$ cat src/rtl/dcache_sram_arb.sv
// -----------------------------------------------------------------------------
// dcache_sram_arb
//
// Purpose:
//   Arbiter and tag-compare stage between the L1 data-cache clients (port 0 is
//   the miss handler, ports 1..NR_PORTS-1 are cache controllers) and the shared
//   way-banked tag/data/valid-dirty SRAMs. Port 0 always wins when it requests.
//   The remaining ports share the SRAMs under fixed priority (lowest index
//   wins) or, when DCACHE_ARB_RR_EN is defined, round-robin.
//   The winning port is registered so that the tag compare and the read-valid
//   strobe produced one cycle later are routed back to that port.
//
// Configuration macro:
//   DCACHE_ARB_RR_EN  defined   -> round-robin among ports 1..NR_PORTS-1
//                     undefined -> fixed priority, lowest index wins
//
// Handshake:
//   A port requests while its req_i way mask is non-zero and holds the request
//   until gnt_o for that port is high in the same cycle (0-cycle grant). A
//   request may be withdrawn before its grant without leaving any state. For a
//   granted read, rvalid_o for that port and hit_way_o/multi_hit_o are valid
//   exactly one cycle after the grant; a granted write produces neither.
//
// Ports:
//   clk_i, rst_i          clock, asynchronous active-high reset
//   req_i                 per-port way request mask (NR_PORTS*SET_ASSOC)
//   addr_i                per-port SRAM index (NR_PORTS*INDEX_WIDTH)
//   we_i                  per-port write enable (NR_PORTS)
//   wdata_i               per-port packed write word (NR_PORTS*WDATA_WIDTH)
//   be_i                  per-port packed enables (NR_PORTS*BE_WIDTH)
//   tag_i                 per-port compare tag, used the cycle after the grant
//   gnt_o                 one-hot (or zero) grant
//   rvalid_o              one-hot read-valid, cycle after a read grant
//   hit_way_o             way hit vector for the pending read
//   multi_hit_o           more than one way hit in the current compare
//   ram_req_o .. ram_be_o SRAM-side request of the winning port
//   ram_rtag_i            per-way read tag, cycle after request
//   ram_rvalid_i          per-way valid bit, cycle after request
// -----------------------------------------------------------------------------
module dcache_sram_arb #(
  parameter int NR_PORTS    = 4,
  parameter int SET_ASSOC   = 8,
  parameter int INDEX_WIDTH = 12,
  parameter int TAG_WIDTH   = 44,
  parameter int WDATA_WIDTH = 176,
  parameter int BE_WIDTH    = 25
) (
  input  logic                             clk_i,
  input  logic                             rst_i,
  input  logic [NR_PORTS*SET_ASSOC-1:0]    req_i,
  input  logic [NR_PORTS*INDEX_WIDTH-1:0]  addr_i,
  input  logic [NR_PORTS-1:0]              we_i,
  input  logic [NR_PORTS*WDATA_WIDTH-1:0]  wdata_i,
  input  logic [NR_PORTS*BE_WIDTH-1:0]     be_i,
  input  logic [NR_PORTS*TAG_WIDTH-1:0]    tag_i,
  output logic [NR_PORTS-1:0]              gnt_o,
  output logic [NR_PORTS-1:0]              rvalid_o,
  output logic [SET_ASSOC-1:0]             hit_way_o,
  output logic                             multi_hit_o,
  output logic [SET_ASSOC-1:0]             ram_req_o,
  output logic [INDEX_WIDTH-1:0]           ram_addr_o,
  output logic                             ram_we_o,
  output logic [WDATA_WIDTH-1:0]           ram_wdata_o,
  output logic [BE_WIDTH-1:0]              ram_be_o,
  input  logic [SET_ASSOC*TAG_WIDTH-1:0]   ram_rtag_i,
  input  logic [SET_ASSOC-1:0]             ram_rvalid_i
);

  localparam int SEL_W = $clog2(NR_PORTS);

  // ---------------------------------------------------------------------------
  // Declarations
  // ---------------------------------------------------------------------------
  logic [NR_PORTS-1:0]    w_port_req;
  logic                   w_win_found;
  logic [SEL_W-1:0]       w_win_idx;
  logic [NR_PORTS-1:0]    w_gnt;
  logic [TAG_WIDTH-1:0]   w_tag_sel;
  logic [SET_ASSOC-1:0]   w_hit_way;

  logic [SEL_W-1:0]       r_sel;
  logic                   r_rd_pend;
`ifdef DCACHE_ARB_RR_EN
  logic [SEL_W-1:0]       r_rr_ptr;
`endif

  // A port is requesting while any bit of its way mask is set.
  for (genvar p = 0; p < NR_PORTS; p++) begin : g_port_req
    assign w_port_req[p] = |req_i[p*SET_ASSOC +: SET_ASSOC];
  end

  // ---------------------------------------------------------------------------
  // Winner selection
  // ---------------------------------------------------------------------------
`ifdef DCACHE_ARB_RR_EN
  // Port 0 preempts; otherwise search ports 1..NR_PORTS-1 starting at the
  // round-robin pointer, wrapping from NR_PORTS-1 back to 1 (never to 0).
  always_comb begin
    int c;
    c           = 0;
    w_win_found = 1'b0;
    w_win_idx   = '0;
    if (w_port_req[0]) begin
      w_win_found = 1'b1;
    end else begin
      for (int i = 0; i < NR_PORTS - 1; i++) begin
        c = ((int'(r_rr_ptr) - 1 + i) % (NR_PORTS - 1)) + 1;
        if (!w_win_found && w_port_req[c]) begin
          w_win_found = 1'b1;
          w_win_idx   = SEL_W'(c);
        end
      end
    end
  end
`else
  // Fixed priority: the first requesting port in index order wins, which also
  // gives port 0 its absolute priority.
  always_comb begin
    w_win_found = 1'b0;
    w_win_idx   = '0;
    for (int p = 0; p < NR_PORTS; p++) begin
      if (!w_win_found && w_port_req[p]) begin
        w_win_found = 1'b1;
        w_win_idx   = SEL_W'(p);
      end
    end
  end
`endif

  always_comb begin
    w_gnt = '0;
    for (int p = 0; p < NR_PORTS; p++) begin
      w_gnt[p] = w_win_found && (w_win_idx == SEL_W'(p));
    end
  end

  assign gnt_o = w_gnt;

  // ---------------------------------------------------------------------------
  // SRAM request mux: the grant is one-hot, so an AND-OR mux suffices and
  // yields all-zero outputs when nobody is granted.
  // ---------------------------------------------------------------------------
  always_comb begin
    ram_req_o   = '0;
    ram_addr_o  = '0;
    ram_we_o    = 1'b0;
    ram_wdata_o = '0;
    ram_be_o    = '0;
    for (int p = 0; p < NR_PORTS; p++) begin
      if (w_gnt[p]) begin
        ram_req_o   = ram_req_o   | req_i[p*SET_ASSOC +: SET_ASSOC];
        ram_addr_o  = ram_addr_o  | addr_i[p*INDEX_WIDTH +: INDEX_WIDTH];
        ram_we_o    = ram_we_o    | we_i[p];
        ram_wdata_o = ram_wdata_o | wdata_i[p*WDATA_WIDTH +: WDATA_WIDTH];
        ram_be_o    = ram_be_o    | be_i[p*BE_WIDTH +: BE_WIDTH];
      end
    end
  end

  // ---------------------------------------------------------------------------
  // Registered grant state
  // ---------------------------------------------------------------------------
  always_ff @(posedge clk_i or posedge rst_i) begin
    if (rst_i) begin
      r_sel     <= '0;
      r_rd_pend <= 1'b0;
    end else begin
      // ram_we_o is the winner's write enable (0 when idle).
      r_rd_pend <= w_win_found & ~ram_we_o;
      if (w_win_found) begin
        r_sel <= w_win_idx;
      end
    end
  end

`ifdef DCACHE_ARB_RR_EN
  // Pointer moves past a granted port k>=1; port-0 grants leave it alone.
  always_ff @(posedge clk_i or posedge rst_i) begin
    if (rst_i) begin
      r_rr_ptr <= SEL_W'(1);
    end else if (w_win_found && (w_win_idx != '0)) begin
      if (w_win_idx == SEL_W'(NR_PORTS - 1)) begin
        r_rr_ptr <= SEL_W'(1);
      end else begin
        r_rr_ptr <= w_win_idx + SEL_W'(1);
      end
    end
  end
`endif

  // ---------------------------------------------------------------------------
  // Compare stage, driven by the registered winner so that a new grant in the
  // same cycle does not disturb the compare of the previous one.
  // ---------------------------------------------------------------------------
  always_comb begin
    w_tag_sel = '0;
    for (int p = 0; p < NR_PORTS; p++) begin
      if (r_sel == SEL_W'(p)) begin
        w_tag_sel = tag_i[p*TAG_WIDTH +: TAG_WIDTH];
      end
    end
  end

  always_comb begin
    w_hit_way = '0;
    for (int w = 0; w < SET_ASSOC; w++) begin
      w_hit_way[w] = r_rd_pend & ram_rvalid_i[w] &
                     (ram_rtag_i[w*TAG_WIDTH +: TAG_WIDTH] == w_tag_sel);
    end
  end

  always_comb begin
    rvalid_o = '0;
    for (int p = 0; p < NR_PORTS; p++) begin
      rvalid_o[p] = r_rd_pend && (r_sel == SEL_W'(p));
    end
  end

  assign hit_way_o = w_hit_way;

  // More than one bit set <=> clearing the lowest set bit leaves something.
  assign multi_hit_o = |(w_hit_way & (w_hit_way - {{(SET_ASSOC-1){1'b0}}, 1'b1}));

endmodule

$ cat config.mk
export PLATFORM = sky130hd
export DESIGN_NAME = dcache_sram_arb
export DESIGN_NICKNAME = d
export VERILOG_FILES = /design/src/rtl/dcache_sram_arb.sv
export SDC_FILE = /design/constraint.sdc
export NUM_CORES = 1
export LEC_CHECK = 0
export CORE_AREA = 2 2 651 653
export CTS_CLUSTER_SIZE = 10
export DETAILED_ROUTE_END_ITERATION = 16
export DIE_AREA = 0 0 653 655
export GPL_TIMING_DRIVEN = 0
export MAX_ROUTING_LAYER = met4
export PLACE_DENSITY_LB_ADDON = 0.2
export SYNTH_ARGS = -nofsm -noshare
export SYNTH_HDL_FRONTEND = slang
export SYNTH_SLANG_ARGS = --single-unit
$ cat constraint.sdc
create_clock -name clk_i -period 3.6 [get_ports clk_i]
set_input_delay 0.54 -clock clk_i [delete_from_list [all_inputs] [get_ports clk_i]]
set_output_delay 0.54 -clock clk_i [all_outputs]
set_load 0.005 [all_outputs]
# After elaboration in Yosys (flattened, before gate mapping)
# Cells that the tools add are included.
[word_totals]
out_inout_bits = 239
elab_cells = 103
in_bits = 1426
reg_bits = 3
[op_classes]
bitwise_logic = 34
addsub = 1
eq_ne = 14
mux = 31
n_reduce_logical = 21
[ops]
columns = ["operator", "n"]
rows = [
  ["two-way mux 176 bit", 4],
  ["bitwise OR 176 bit", 3],
  ["== test 44 bit", 8],
  ["two-way mux 44 bit", 4],
  ["two-way mux 25 bit", 4],
  ["bitwise OR 25 bit", 3],
  ["two-way mux 12 bit", 4],
  ["OR reduction 8 bit", 5],
  ["bitwise OR 12 bit", 3],
  ["two-way mux 8 bit", 4],
  ["bitwise OR 8 bit", 3],
  ["AND 1 bit", 17],
  ["logical AND 1 bit", 11],
  ["two-way mux 1 bit", 9],
  ["AND 8 bit", 1],
  ["== test 2 bit, second input constant", 4],
  ["subtractor 8 x 1 -> 8 bit, second input constant", 1],
  ["== test 2 x 1 -> 1 bit, second input constant", 2],
  ["logical NOT 2 bit", 2],
  ["two-way mux 2 bit", 2],
  ["logical NOT 1 bit", 3],
  ["bitwise OR 1 bit", 3],
  ["NOT 1 bit", 1],
]

# Longest topological paths before layout
# Gate-level depths: netlist of run 1.
[logic_depth]
ltp_word = 22
ltp_mapped = 16
mapped_depth_nobuf = 9

# Worst setup path after synthesis of run 1
# Ideal clock, no wire load.
[synth_timing]
path_type = "input to output"
from = "input port tag_i[162]"
to = "output port multi_hit_o"
t_arrival_ps = 3065
stages = 10
path_buffers = 1
setup_slack_ps = -5
required_ps = 3060
cell_sequence = "mux4_2 buf_2 xor2_1 nor4_1 nand4_1 or4_1 a2111oi_4 nor2_1 o2111ai_1 a31o_1"
[synth_via]
elab_chain_cells = 6
word_cells_on_any_way = 20
cone_classes = "add/sub (1); eq/ne (8); mux (1); bitwise (9); reduce/logical (1)"
[synth_rtl]
columns = ["element", "line", "text"]
rows = [
  ["from (decl)", "55", "input logic [NR_PORTS*TAG_WIDTH-1:0] tag_i,"],
  ["two-way mux 44 bit (*)", "198", "if (r_sel == SEL_W'(p)) begin"],
  ["== test 44 bit (*)", "208", "(ram_rtag_i[w*TAG_WIDTH +: TAG_WIDTH] == w_tag_sel);"],
  ["AND 1 bit (*)", "207", "w_hit_way[w] = r_rd_pend & ram_rvalid_i[w] &"],
  ["net hit_way_o[7]", "58", "output logic [SET_ASSOC-1:0] hit_way_o,"],
  ["subtractor 8 x 1 -> 8 bit", "222", "assign multi_hit_o = |(w_hit_way & (w_hit_way - {{(SET_ASSOC-1){1'b0}}, 1'b1}));"],
  ["AND 8 bit (*)", "222", ""],
  ["OR reduction 8 bit (*)", "222", ""],
  ["to (decl)", "59", "output logic multi_hit_o,"],
]
# The timed path passes the listed nets; every way through them passes the cells marked *.

# Worst setup path after layout of run 1
[layout_timing]
from = "register r_sel[0]"
to = "output port multi_hit_o"
[layout_via]
elab_chain_cells = 10
word_cells_on_any_way = 27
cone_classes = "add/sub (1); eq/ne (11); mux (4); bitwise (9); reduce/logical (2)"
[layout_rtl]
columns = ["element", "line", "text"]
rows = [
  ["from (decl)", "81", "logic [SEL_W-1:0] r_sel;"],
  ["from (signal assigned)", "171", "r_sel <= w_win_idx;"],
  ["logical NOT 2 bit", "198", ""],
  ["two-way mux 44 bit (3 in series)", "198", ""],
  ["two-way mux 44 bit (*)", "198", ""],
  ["== test 44 bit", "208", ""],
  ["AND 1 bit", "207", ""],
  ["subtractor 8 x 1 -> 8 bit", "222", ""],
  ["AND 8 bit (*)", "222", ""],
  ["OR reduction 8 bit (*)", "222", ""],
]
# Every way passes the cells marked *; elsewhere a longest branch is shown, timed or not.

==> results of run 1 <==
==> cells by family (layout without fill, tap and decap cells) <==
group                     Yosys count  after routing
xor gates and xnor gates          280            280
buffers and inverters             201           2111
muxes                             120            120
AOI/OAI and AO/OA                 844            844
and+or+nand+nor                   221            221
DFF                                 3              3
other                               0            148
==> cells in the final DEF, fill, tap and decap left out, types with 16 or more instances in the layout <==
cell	count
sky130_fd_sc_hd__mux4_2	29
sky130_fd_sc_hd__o22ai_1	35
sky130_fd_sc_hd__o21ai_0	93
sky130_fd_sc_hd__mux2i_4	43
sky130_fd_sc_hd__buf_16	17
sky130_fd_sc_hd__a21oi_1	35
sky130_fd_sc_hd__xnor2_1	150
sky130_fd_sc_hd__o21ai_1	83
sky130_fd_sc_hd__buf_6	91
sky130_fd_sc_hd__nor2_1	27
sky130_fd_sc_hd__dlymetal6s2s_1	16
sky130_fd_sc_hd__buf_12	61
sky130_fd_sc_hd__clkbuf_16	22
sky130_fd_sc_hd__mux2i_2	20
sky130_fd_sc_hd__buf_8	31
sky130_fd_sc_hd__a22oi_2	110
sky130_fd_sc_hd__a22oi_1	328
sky130_fd_sc_hd__nor4_4	24
sky130_fd_sc_hd__nand4_1	49
sky130_fd_sc_hd__inv_1	20
sky130_fd_sc_hd__clkdlybuf4s50_1	1407
sky130_fd_sc_hd__buf_2	95
sky130_fd_sc_hd__clkbuf_4	23
sky130_fd_sc_hd__clkbuf_2	39
sky130_fd_sc_hd__dlygate4sd2_1	53
sky130_fd_sc_hd__clkdlybuf4s15_2	23
sky130_fd_sc_hd__clkbuf_8	19
sky130_fd_sc_hd__diode_2	148
sky130_fd_sc_hd__o21ai_2	63
sky130_fd_sc_hd__buf_4	139
sky130_fd_sc_hd__nand2_1	35
sky130_fd_sc_hd__xor2_1	106
sky130_fd_sc_hd__clkbuf_1	38
==> worst paths after layout <==
check / from / endpoint / slack (ns) / depth (start not counted)
worst max-delay path: r_sel[0] / multi_hit_o / -1.48 / 15
worst min-delay path: rst_i / r_rd_pend / 0.49 / 2
worst max register to register: r_sel[1] / r_sel[1] / 1.43 / 7
worst min register to register: r_sel[1] / r_sel[1] / 1.91 / 7
max in group asynchronous: rst_i / r_sel[0] / 2.97 / 2
min in group clk_i: req_i[19] / r_rd_pend / 0.72 / 5
==> metrics by stage <==
step	std cells	hold slack, ns	setup TNS (ns)
final	9270	0.491	-9.07
after global placement	8876	0.727	-1062.15
after CTS	9080	0.498	-23.51
after global routing	9249	0.504	-10.08
after floorplan	1669	0.294	0
after detailed placement	8918	0.730	-493.90
==> synth_stat cells (all sizes together), types with 12 or more instances <==
library cell and instances:
a22oi 438, o21ai 246, xnor2 172, clkbuf 134
xor2 108, mux2i 78, nand4 49, nor4 47
buf 45, a21oi 39, nand2 39, mux4 36
o22ai 36, nor2 31, inv 22, nand3 15
a221oi 14, nor2b 12, nor3 12
==> layer usage <==
metal | vias up | GRT usage | routed length, um
met4 | 0 | 0.0538 | 19100
met3 | 533 | 0.0427 | 24800
li1 | 10810 | - | -
met2 | 1799 | 0.325 | 199000
met5 | - | - | 0
met1 | 13090 | 0.148 | 114000
==> final cells by class <==
class,instances,area share
timing repair buffer,1919,0.458
multi-input combinational,1465,0.321
tap,5543,0.164
buffer,166,0.0423
antenna,148,0.00878
inverter,22,0.00202
clock buffer,4,0.00187
sequential,3,0.00181
==> sequential cells by signal, summed over array words and instances, names as in the netlist <==
register and count:
r_sel 2, r_rd_pend 1
==> repair_timing <==
action                                  4_1_cts  5_1_grt
setup buffers                               163       67
gates resized for setup                    1667      207
endpoints found under the hold margin         0        0
pin swaps                                   112       76
gates cloned                                  2        1
endpoints found under the setup margin      241      173
==> power groups by stage <==
stage | logic (mW) | registers, mW | clock network (mW)
floorplan | 0.798 | 0.0353 | 0
global placement | 4.00 | 0.0394 | 0
detailed placement | 4.08 | 0.0393 | 0
CTS | 4.36 | 0.0390 | 0.176
global route | 4.50 | 0.0383 | 0.182
finish | 4.34 | 0.0377 | 0.173
==> out/qor.yml, run 1 <==
outcome:
  run_status: "finished with violations"
  failing_checks: "setup timing"
sta:
  rsz_0062_raised_after_global_routing: "yes"
  post-route-worst-setup-slack_ns: -1.48
  fmaxAchievable_mhz: 197
  final.period_utilization: 1.41
  final.min_clock_period_ns: 5.08
  hold_viol_final: 0
  slew-limit-headroom: 0.209
  finalMaxSlewViolations: 0
  final_setup_violation_count: 21
  tightestPinTransition_ns: 1.19
  final_clock_skew_ns: 0
synth:
  number_of_enable_flip_flop_cells_after_synthesis: 0
  synth-compound-area-share: 0.469
  yosysWarnings: 0
  arithmetic_cell_share_of_the_synthesized_area_counting_full_adders_half_adders_and_majority_gates: 0
  ys_dominant_reg_cell: "sky130_fd_sc_hd__dfrtp_1"
  yosys-mux-area-fraction: 0.144
  synth_top_family_by_area: "compound AO/OA/AOI/OAI gates"
  post_synth_num_cell_types: 65
  netlist_area_sq_mm: 0.0122
  synth-seq-area-share: 0.00616
  synth.net_count: 3095
  netlist_top_cells_area: "sky130_fd_sc_hd__a22oi_1, sky130_fd_sc_hd__xnor2_1, sky130_fd_sc_hd__o21ai_0"
  postSynthRegisterBits: 3
  synthArstFlopShare: 1.00
  synthDominantCellAreaShare: 0.270
  synth_simple_gate_area_share: 0.101
  syn-mean-instance-area_sq_um: 7.31
  synthCells: 1669
  yosys.area_share.xor_xnor: 0.201
  synthDominantAreaCellType: "sky130_fd_sc_hd__a22oi_1"
critical_path:
  path_cells: "buf_12 > buf_16 > buf_16 > mux4_2 > buf_12 > xnor2_2 > nand4_1 > nor4_4 > o2111ai_2 > nor4_4 > buf_6 > nor2_2 > o2111ai_2 > a31o_4 > buf_6"
  timing.critical_path.to_type: "output port"
  critical_path.max_stage_delay_ns: 0.83
  timing.critical_path.fanout_max: 5
  worstPathBufferInverterCount: 6
  arrival_ns: 4.54
  cp_data_required_time_ns: 3.06
  start_kind: "flip-flop"
  cell_with_the_largest_stage_delay_on_the_worst_path: "sky130_fd_sc_hd__nand4_1"
  cp_class: "flip-flop to output port"
  cp_top_family: "simple AND/OR/NAND/NOR gates"
floorplanning:
  die_area_sq_mm: 0.428
  die_width_um: 653
  num_io_pins: 1665
  fp.coreArea_sq_mm: 0.422
  effective_utilization_at_floorplan: 0.0289
  dieHeight_um: 655
  std_cell_rows: 239
pwr:
  total_switching_power_mw: 2.11
  ir_worst_vdd_uv: 87.3
  power.share.combinational: 0.954
  leakagePower_nw: 13.4
  internal_power_mw: 2.45
  clock_power_share: 0.038
  seqPwrFrac: 0.008
  power_per_cell_area_mw_per_mm2: 108
  p_sw_frac: 0.462
  total_power_mw: 4.55
place:
  place.gp.congestion: 0.959
  portBuffers: 1664
  dp_hpwl_mm: 323
  dp_area_sq_mm: 0.0368
  place_ws_ns: -3.96
routing:
  drc: 0
  ant_nets: 0
  drc_violation_total_after_the_first_tritonroute_iteration: 2025
  drt_wl_total_mm: 356
  route.detailed.vias_per_inst: 2.83
  detail_route.wl_per_cell_um: 38.4
  routed-via-count: 26232
  drt-pass1-iter-count: 6
worst_hold_path:
  hold_class: "primary input to asynchronous set/reset pin"
clocking:
  clk_latency_ns: 0.22
  cts_sinks: 3
  cts.clk_slew.worst_paths_ns: 0.03
  cts_tree: "built"
  max-clock-path-buffers: 2
  holdBufCountCts: 0
  root_buffer: "sky130_fd_sc_hd__clkbuf_16"
  h-tree-depth: 1
  cts_inserted_buffers: 3
cells_and_area:
  layout.cell_area.non_filler_sq_mm: 0.0422
  layout.filler_cells: 49109
  register_area_sq_um: 76.3
  final_core_utilization: 0.100
  net_count_of_the_finished_layout: 5006
  multiInputGateArea_sq_mm: 0.0135
  syn2layout_area_growth_pct: 246
  drive_above_1_share: 0.266
run:
  cap_viol_max_count: 0
global_route:
  grt_antenna_before_repair: 309
  first_global_vias: 26255
  global_route_wire_length_before_repair_mm: 413
  grt_overflow_total: 0
  globalRouteTotalUtil: 0.163
  pin_count_of_the_biggest_net_entering_global_routing: 18
Note: power is estimated with default switching activity, not from simulation.
==> inputs of run 2 (changes only) <==
--- a/config.mk
+++ b/config.mk
@@ -5,11 +5,14 @@
 export SDC_FILE = /design/constraint.sdc
 export NUM_CORES = 1
 export LEC_CHECK = 0
-export CORE_AREA = 2 2 651 653
+export ABC_AREA = 1
+export ABC_CLOCK_PERIOD_IN_PS = 3600
+export CORE_AREA = 2 2 645 647
 export CTS_CLUSTER_SIZE = 10
 export DETAILED_ROUTE_END_ITERATION = 16
-export DIE_AREA = 0 0 653 655
+export DIE_AREA = 0 0 647 649
 export GPL_TIMING_DRIVEN = 0
+export HOLD_SLACK_MARGIN = 0.02
 export MAX_ROUTING_LAYER = met4
 export PLACE_DENSITY_LB_ADDON = 0.2
 export SYNTH_ARGS = -nofsm -noshare
==> out/qor.yml, run 2 <==
clocking:
  cts_sinks: 3
  max-clock-path-buffers: 2
  cts_tree: "built"
  root_buffer: "sky130_fd_sc_hd__clkbuf_16"
  clk_latency_ns: 0.22
  cts.clk_slew.worst_paths_ns: 0.03
  cts_inserted_buffers: 3
  h-tree-depth: 1
  holdBufCountCts: 0
routing:
  drc_violation_total_after_the_first_tritonroute_iteration: 1911
  drt-pass1-iter-count: 5
  route.detailed.vias_per_inst: 2.84
  drt_wl_total_mm: 363
  drc: 0
  detail_route.wl_per_cell_um: 35.5
  ant_nets: 0
  routed-via-count: 28995
synth:
  synth-seq-area-share: 0.00567
  synth-compound-area-share: 0.158
  synthCells: 2671
  yosys.area_share.xor_xnor: 0.0540
  arithmetic_cell_share_of_the_synthesized_area_counting_full_adders_half_adders_and_majority_gates: 0
  synthMostInstantiatedCell: "sky130_fd_sc_hd__nand2_1"
  synth.net_count: 4097
  synth_simple_gate_area_share: 0.648
  synth_top_family_by_area: "simple AND/OR/NAND/NOR gates"
  yosysWarnings: 0
  syn-mean-instance-area_sq_um: 4.96
  ys_dominant_reg_cell: "sky130_fd_sc_hd__dfrtp_1"
  synthDominantCellAreaShare: 0.312
  post_synth_most_frequent_cells: "sky130_fd_sc_hd__nand2_1, sky130_fd_sc_hd__nand3_1, sky130_fd_sc_hd__inv_1"
  postSynthRegisterBits: 3
  netlist_area_sq_mm: 0.0132
  post_synth_num_cell_types: 43
  synthDominantAreaCellType: "sky130_fd_sc_hd__nand2_1"
  synthArstFlopShare: 1.00
  netlist_top_cells_area: "sky130_fd_sc_hd__nand2_1, sky130_fd_sc_hd__nand3_1, sky130_fd_sc_hd__a22oi_1"
  yosys-mux-area-fraction: 0
  number_of_enable_flip_flop_cells_after_synthesis: 0
place:
  portBuffers: 1664
  place.gp.congestion: 0.938
  dp_area_sq_mm: 0.0369
  dp_cells: 9813
  dp_hpwl_mm: 330
global_route:
  globalRouteTotalUtil: 0.170
  first_global_vias: 29663
  global_route_wire_length_before_repair_mm: 426
  pin_count_of_the_biggest_net_entering_global_routing: 11
  grt_overflow_total: 0
  grt_antenna_before_repair: 255
run:
  cap_viol_max_count: 0
cells_and_area:
  regMostFlops: "r_sel"
  fin_cells: 10225
  syn2layout_area_growth_pct: 238
  drive_above_1_share: 0.260
  largestRegisters: "r_sel: 2 flops, r_rd_pend: 1 flops"
  net_count_of_the_finished_layout: 6016
  final_core_utilization: 0.108
  mostFrequentLayoutCells: "sky130_fd_sc_hd__clkdlybuf4s50_1, sky130_fd_sc_hd__nand2_1, sky130_fd_sc_hd__inv_1, sky130_fd_sc_hd__nand3_1, sky130_fd_sc_hd__buf_4"
  layout.cell_area.non_filler_sq_mm: 0.0447
  layout_commonest_cell: "sky130_fd_sc_hd__clkdlybuf4s50_1"
  largest_register_ffs: 2
critical_path:
  critical_path.max_stage_delay_ns: 0.70
  timing.critical_path.fanout_max: 8
  critical_path.reg2reg.endpoint: "r_sel[1]"
  worst_path_most_repeated_cell: "sky130_fd_sc_hd__nand3_1"
  flop2flop_setup_slack_ns: 2.24
  rr_worst_depth: 5
  regToRegStartpoint: "r_sel[1]"
  timing.critical_path.to_type: "output port"
  cp_data_required_time_ns: 3.06
  start_kind: "flip-flop"
  path_cells: "buf_12 > nor2_8 > buf_12 > buf_16 > nand2_4 > nand3_4 > nand2_8 > nand2_8 > nand4_1 > nor2_2 > nand2_2 > nor2_4 > nand3_1 > nand2_1 > inv_1 > nand3_1 > nand2_1 > nand3_1 > buf_6"
  cell_with_the_largest_stage_delay_on_the_worst_path: "sky130_fd_sc_hd__nand4_1"
  cp_class: "flip-flop to output port"
  arrival_ns: 3.77
sta:
  fmaxAchievable_mhz: 232
  hold_viol_final: 0
  slew-limit-headroom: 0.391
  post-route-worst-setup-slack_ns: -0.709
  final.period_utilization: 1.20
  final_setup_violation_count: 79
  final.hold.worst_slack_ns: 0.483
  rsz_0062_raised_after_global_routing: "yes"
  tightestPinTransition_ns: 0.911
  finalMaxSlewViolations: 0
  final.min_clock_period_ns: 4.31
  final_clock_skew_ns: 0
worst_hold_path:
  hold_class: "primary input to asynchronous set/reset pin"
outcome:
  run_status: "finished with violations"
  failing_checks: "setup timing"
floorplanning:
  effective_utilization_at_floorplan: 0.0321
  die_area_sq_mm: 0.420
  fp.coreArea_sq_mm: 0.413
  std_cell_rows: 236
  die_width_um: 647
  num_io_pins: 1665
  dieHeight_um: 649
pwr:
  leakagePower_nw: 16.8
  ir_worst_vdd_uv: 62.7
  power_per_cell_area_mw_per_mm2: 96.5
-- run 2: worst max-delay path, delay by kind of cell, from the launching register on --
family,cells,cell delay [ns]
AND/OR/NAND/NOR,14,2.28
buffers and inverters,5,0.68
flip-flops,1,0.44
-- run 2: cells by family (layout without fill, tap and decap cells) --
group,count (synthesis),in the layout
AOI/OAI and AO/OA,303,303
xor gates and xnor gates,79,79
buffers and inverters,395,2313
DFF,3,3
other,0,162
and+or+nand+nor,1891,1891
-- run 2: repair_timing --
item / in CTS / in global routing
gates resized for setup: 1428 / 823
gates cloned: 7 / 7
hold endpoints to repair: 0 / 0
buffers inserted: 167 / 84
setup endpoints to repair: 236 / 220
pin swaps: 100 / 94
-- run 2: layout make-up --
type	instances	area [sq um]
Inverter	257	1040
Fill cell	48149	368000
Clock buffer	4	78.8
Multi-Input combinational cell	2273	15000
Sequential cell	3	76.3
Timing Repair Buffer	1925	19500
Tap cell	5474	6850
Antenna cell	162	405
Buffer	127	1740
-- run 2: layer usage --
metal,part of all wire,up-vias,GRT usage
met5,0,-,-
met4,0.045,0,0.0495
met3,0.064,457,0.0383
met2,0.56,1690,0.341
met1,0.33,13970,0.158
li1,-,12878,-
-- run 2: worst max path at each step --
stage,slack (ns),cells past startpoint,from,endpoint
3_5_place_dp,-4.59,19,r_sel[1],multi_hit_o
2_1_floorplan,0.86,10,req_i[4],ram_be_o[0]
4_1_cts,-0.97,17,r_sel[0],multi_hit_o
5_1_grt,-0.87,23,r_sel[0],multi_hit_o
3_3_place_gp,-5.94,18,r_sel[1],multi_hit_o
6_report,-0.71,19,r_sel[0],multi_hit_o
-- run 2: per-stage QoR --
| step | power [mW] | setup TNS [ns] | setup WS [ns] |
|---|---|---|---|
| after CTS | 4.27 | -21.17 | -0.965 |
| final | 4.32 | -7.63 | -0.709 |
| after floorplan | 0.778 | 0 | 0.863 |
| after detailed placement | 3.89 | -492.48 | -4.59 |
| after global placement | 3.90 | -531.60 | -5.94 |
| after global routing | 4.53 | -20.29 | -0.869 |
-- run 2: where the power goes --
group | total (mW) | switching (mW) | internal, mW
logic | 4.10 | 2.01 | 2.09
registers | 0.0348 | 0.000220 | 0.0346
clock network | 0.178 | 0.0314 | 0.146
total | 4.32 | 2.04 | 2.27
